`src/rtl/irq_controller.sv`:
```
// ---------------------------------------------------------------------------
// irq_controller
//
// Four-source interrupt controller sitting beside the pipeline's Control
// decoder. Level sources are edge-detected into a pending register, gated by
// a mask, arbitrated, and presented to the core as a single IRQ request that
// the pipeline "takes" on a cycle when it can accept a PC redirect.
//
// Build option:
//   IRQ_PRIO_ROTATE_EN  undefined -> fixed priority (lowest index wins)
//                       defined   -> round-robin priority with a 2-bit pointer
//
// Handshake (IRQ / flush_ok):
//   IRQ is the valid and flush_ok the ready of a single transfer. The request
//   is taken on a rising edge where IRQ=1 and flush_ok=1. Once raised, IRQ and
//   irq_cause stay stable until the take, unless every enabled pending bit
//   disappears (cleared or masked), in which case the request is withdrawn
//   without a take. The handler return (eret) is only honoured in SERVICE.
// ---------------------------------------------------------------------------
module irq_controller (
    input  logic       clk,
    input  logic       reset,
    input  logic [3:0] src_req,
    input  logic       pc_kernel,
    input  logic       flush_ok,
    input  logic       eret,
    input  logic       mask_we,
    input  logic [3:0] mask_wdata,
    input  logic       clr_we,
    input  logic [3:0] clr_data,
    output logic       IRQ,
    output logic [1:0] irq_cause,
    output logic [3:0] irq_pending,
    output logic [3:0] irq_mask,
    output logic       busy,
    output logic [1:0] o_dbg_state
);

    typedef enum logic [1:0] {
        S_IDLE    = 2'd0,
        S_REQ     = 2'd1,
        S_SERVICE = 2'd2
    } state_t;

    state_t     r_state;
    state_t     w_state_next;

    logic [3:0] r_prev;
    logic [3:0] r_pending;
    logic [3:0] r_mask;
    logic [1:0] r_cause;

    logic [3:0] w_active;
    logic       w_any_active;
    logic [3:0] w_rise;
    logic [3:0] w_clr;
    logic [3:0] w_take_onehot;
    logic [1:0] w_winner;
    logic       w_take;
    logic       w_arm;

    // Arbitration always looks at the registered mask, so a mask write in the
    // same cycle only affects decisions from the next cycle on.
    assign w_active     = r_pending & r_mask;
    assign w_any_active = |w_active;

    // A rise is a sampled 0->1 transition of a level source.
    assign w_rise = src_req & ~r_prev;

`ifdef IRQ_PRIO_ROTATE_EN
    logic [1:0] r_ptr;
    logic [1:0] w_idx;

    // Round-robin pick: search from r_ptr upward modulo 4; scanning the
    // offsets from high to low lets the smallest offset overwrite the result.
    always_comb begin
        w_winner = r_ptr;
        w_idx    = r_ptr;
        for (int k = 3; k >= 0; k--) begin
            w_idx = r_ptr + 2'(k);
            if (w_active[w_idx]) begin
                w_winner = w_idx;
            end
        end
    end

    // The pointer moves just past the source that was taken.
    always_ff @(posedge clk) begin
        if (!reset) begin
            r_ptr <= 2'd0;
        end else if (w_take) begin
            r_ptr <= r_cause + 2'd1;
        end
    end
`else
    // Fixed pick: lowest set index of the enabled pending bits wins.
    always_comb begin
        w_winner = 2'd0;
        for (int i = 3; i >= 0; i--) begin
            if (w_active[i]) begin
                w_winner = 2'(i);
            end
        end
    end
`endif

    // FSM state register.
    always_ff @(posedge clk) begin
        if (!reset) begin
            r_state <= S_IDLE;
        end else begin
            r_state <= w_state_next;
        end
    end

    // FSM next state, request/take strobes and status outputs.
    always_comb begin
        w_state_next = r_state;
        w_take       = 1'b0;
        w_arm        = 1'b0;
        IRQ          = 1'b0;
        busy         = 1'b0;
        case (r_state)
            S_IDLE: begin
                // Kernel-mode code is never interrupted.
                if (w_any_active && !pc_kernel) begin
                    w_state_next = S_REQ;
                    w_arm        = 1'b1;
                end
            end
            S_REQ: begin
                // Only request a redirect while something enabled remains;
                // otherwise withdraw on the next edge.
                IRQ = w_any_active;
                if (!w_any_active) begin
                    w_state_next = S_IDLE;
                end else if (flush_ok) begin
                    w_take       = 1'b1;
                    w_state_next = S_SERVICE;
                end
            end
            S_SERVICE: begin
                busy = 1'b1;
                if (eret) begin
                    w_state_next = S_IDLE;
                end
            end
            default: begin
                w_state_next = S_IDLE;
            end
        endcase
    end

    // Pending bits to drop this edge: software clear plus the taken source.
    assign w_take_onehot = w_take ? (4'b0001 << r_cause) : 4'b0000;
    assign w_clr         = (clr_we ? clr_data : 4'b0000) | w_take_onehot;

    // Edge-detect history, pending (rise beats clear), mask and cause.
    always_ff @(posedge clk) begin
        if (!reset) begin
            r_prev    <= 4'b0000;
            r_pending <= 4'b0000;
            r_mask    <= 4'b0000;
            r_cause   <= 2'd0;
        end else begin
            r_prev    <= src_req;
            r_pending <= w_rise | (r_pending & ~w_clr);
            if (mask_we) begin
                r_mask <= mask_wdata;
            end
            if (w_arm) begin
                r_cause <= w_winner;
            end
        end
    end

    assign irq_cause   = r_cause;
    assign irq_pending = r_pending;
    assign irq_mask    = r_mask;
    assign o_dbg_state = r_state;

endmodule

```
`config.mk`:
```
export PLATFORM = sky130hd
export DESIGN_NAME = irq_controller
export DESIGN_NICKNAME = d
export VERILOG_FILES = /design/src/rtl/irq_controller.sv
export SDC_FILE = /design/constraint.sdc
export NUM_CORES = 1
export LEC_CHECK = 0
export ABC_CLOCK_PERIOD_IN_PS = 2310
export BUFFER_PORTS_ARGS = -buffer_cell sky130_fd_sc_hd__buf_2
export CORE_MARGIN = 2
export CORE_UTILIZATION = 45
export DETAILED_ROUTE_END_ITERATION = 8
export PLACE_DENSITY_LB_ADDON = 0.2
export SETUP_SLACK_MARGIN = 0.02
export SLEW_MARGIN = 30
export SYNTH_ARGS = -nofsm -noshare
export SYNTH_HDL_FRONTEND = slang
export SYNTH_SLANG_ARGS = --single-unit
export TNS_END_PERCENT = 50
```
`constraint.sdc`:
```
create_clock -name clk -period 2.31 [get_ports clk]
set_clock_uncertainty 0.05 [all_clocks]
set_input_delay 0.3465 -clock clk [delete_from_list [all_inputs] [get_ports clk]]
set_output_delay 0.3465 -clock clk [all_outputs]
set_load 0.005 [all_outputs]
```
==> metrics.md <==
| Metric | Value |
|---|---|
| Max clock buf depth | 2 |
| Reg2reg end | irq_pending[2]$_SDFF_PN0_ |
| Top layer in use | met4 |
| Routed wire length per instance | 12.0 um |
| Final Max Tran Viols | 0 |
| Synthesized area | 648 um^2 |
| I/O pin count | 33 |
| Hold WC Path Type | input pin to register |
| Worst flop-to-flop path startpoint | irq_pending[2]$_SDFF_PN0_ |
| Cell count after synthesis | 72 |
| Commonest cells in the netlist | dfxtp_1, nand2_1, nor2_1 |
| Final WL | 1.45 mm |
| Area delta synth->final | 32.0% |
| H-tree levels | 1 |
| Share of cells above drive strength 1 | 36.8% |
| Initial antenna violation count | 0 |
| RSZ-0062 raised after global routing | no |
| Cell Pwr Density | 648 nW/um^2 |
| DR iter-0 viols | 17 |
| Fin util | 65.0% |
| Final setup margin | 431 ps |
| Worst Max-Slew Pin Slew | 483 ps |
| Die area | 1760 um^2 |
| Critical path endpoint category | output pin |
| Worst Hold Slack | 206 ps |
| Worst-path fanout max | 4 |
| Netlist cell types | 23 |
| IO Port Bufs | 32 |
| N_diodes | 0 |
| Clock transition at the registers of the reported paths | 90 ps |
| Via density | 5.26 |
| Simple-gate share of the synthesized area | 24.1% |
| Row count | 13 |
| Synth Area in Adders | 0% |
| Total CTS buffers | 3 |
| R2R Setup Slk | 920 ps |
| Crit path time final | 1880 ps |
| Worst Hold Path Cells | 3 |
| Final nets | 126 |
| WS Path Type | register to output pin |
| 1st-pass router iterations | 2 |
| Metal1 wirelength | 653 um |
| Mapped Nets | 91 |
| Vias post-DR | 636 |
| VDD IR max | 0.000408 V |
| Main combinational cell family by area after synthesis | simple AND/OR/NAND/NOR gates |
| Critical Path AT | 1480 ps |
| CP Launch Type | register |
| Mux cell area share after synthesis | 7.72% |
| Post-synthesis xor/xnor area fraction | 0% |
| Fmax | 532 MHz |
| Cell count of the worst reg-to-reg path | 4 |
| Initial core utilization | 49.2% |
| WL met3 | 80 um |
| Most common cell in the synthesized netlist | dfxtp_1 |
| Max-slew headroom | 67.5% |
| Setup TNS | 0 ps |
| Post-synth EDFFs | 0 |
| Ys Warns | 0 |
| All-Layer GR Usage | 18.8% |
| Post-detail-place hpwl | 1.13 mm |
| DRC | 0 |
| Flip-flop and latch count after synthesis | 16 |
| Skew-Pair Late Insertion Delay | 280 ps |
| Fin crit share | 81.3% |
| PostCTS Resize Cnt | 0 |
| Leak pwr | 0.450 nW |
| CTS tree | done |
| # setup viols final | 0 |
| DRT antenna net count | 0 |
| Top FF cell, synth | dfxtp_1 |
| Endpoint, Worst Hold | r_prev[1]$_SDFF_PN0_ |
| Die Width | 42.0 um |
| Core area | 1320 um^2 |
| Clock Sinks | 16 |
| Vias in the first global route | 615 |
| Post-CTS Repair Setup Buffers | 0 |
| Worst path required time | 1910 ps |
| # hold bufs at CTS | 0 |
| Final hold vios | 0 |
| Yosys top cell area share | 49.4% |
| Maxcap violations | 0 |
| WL met2 | 686 um |
| Seq/Total Area, Yosys | 49.4% |
| Largest cells by area after synthesis | dfxtp_1, mux2i_1, nand2_1 |
| Min-delay src | src_req[1] |
| GR Overflow Total | 0 |
| Pre-CTS WS | 769 ps |
| Avg Cell Area, Syn | 9.00 um^2 |
| Root Driver | clkbuf_4 |
| Cell accounting for the most synthesized area | dfxtp_1 |
| Post-synthesis compound-gate area fraction | 14.7% |
| Gpl congestion | 0.775 |
| FFs w/ async S/R, synth | 0% |
| Status | finished, final reports clean |
| Die Y | 42.0 um |
| First-pass GRT wire length | 2.48 mm |
| Largest net degree at the start of global routing | 11 |
==> how the worst max path moves through the flow <==
stage / start / to / slack [ps]
after floorplan: irq_pending[2]$_SDFF_PN0_ / IRQ / 930
after global placement: irq_pending[2]$_SDFF_PN0_ / IRQ / 800
after detailed placement: irq_pending[2]$_SDFF_PN0_ / IRQ / 770
after CTS: irq_pending[2]$_SDFF_PN0_ / IRQ / 430
after global routing: irq_pending[0]$_SDFF_PN0_ / IRQ / 300
final: irq_pending[2]$_SDFF_PN0_ / IRQ / 430
==> metrics by stage <==
step           cells  instance area (um^2)  power, mW
2_1_floorplan     72                   648      0.342
3_3_place_gp     117                   820      0.374
3_5_place_dp     117                   820      0.377
4_1_cts          121                   856      0.558
5_1_grt          121                   856      0.581
6_report         121                   856      0.555
==> layer usage <==
metal | GRT usage [%] | vias to the layer above
met4 | 11.6 | 0
met3 | 2.61 | 4
met1 | 20.9 | 289
li1 | - | 322
met2 | 33.1 | 21
met5 | 0 | -
==> kinds of logic after synthesis <==
kind of cell / count (synthesis)
AND/OR/NAND/NOR: 30
buffers and inverters: 7
multiplexers: 5
AO/OA/AOI/OAI: 14
flip-flops: 16
==> layout make-up <==
type | instances | area [um^2]
sequential | 16 | 320
inverter | 5 | 18.8
fill | 119 | 462
timing repair buffer | 32 | 160
multi-input combinational | 49 | 302
clock buffer | 4 | 36.3
tap | 15 | 18.8
==> flip-flops by register name, indices dropped and copies added (netlist names) <==
signal	count
irq_cause	2
o_dbg_state	2
irq_pending	4
r_prev	4
irq_mask	4
==> critical path, cell delays in order (launching register included) <==
cell and delay (ps):
dfxtp_1 350, a22o_1 260, nor2_1 210, nor2_1 70
and2_2 190, buf_2 120
==> cells in the final DEF, fill, tap and decap left out, drive strengths merged <==
cell	count
a21oi	3
nor2	6
buf	32
nor3b	2
and2b	1
and4b	1
nand2	9
and3	1
o22ai	4
a22o	2
clkbuf	4
a32oi	1
a2111o	1
nand3	4
a211oi	1
o21ai	2
or3	1
mux2i	5
dfxtp	16
and2	1
and3b	1
nor3	2
inv	5
nand2b	1
==> report_power, final <==
part	total, mW	leakage (nW)	internal (mW)	switching, mW
logic	0.0647	0.297	0.0345	0.0302
clock network	0.184	0.0210	0.0960	0.0885
registers	0.306	0.132	0.292	0.0140
total	0.555	0.450	0.422	0.133
Power figures use the tool's default switching activity.
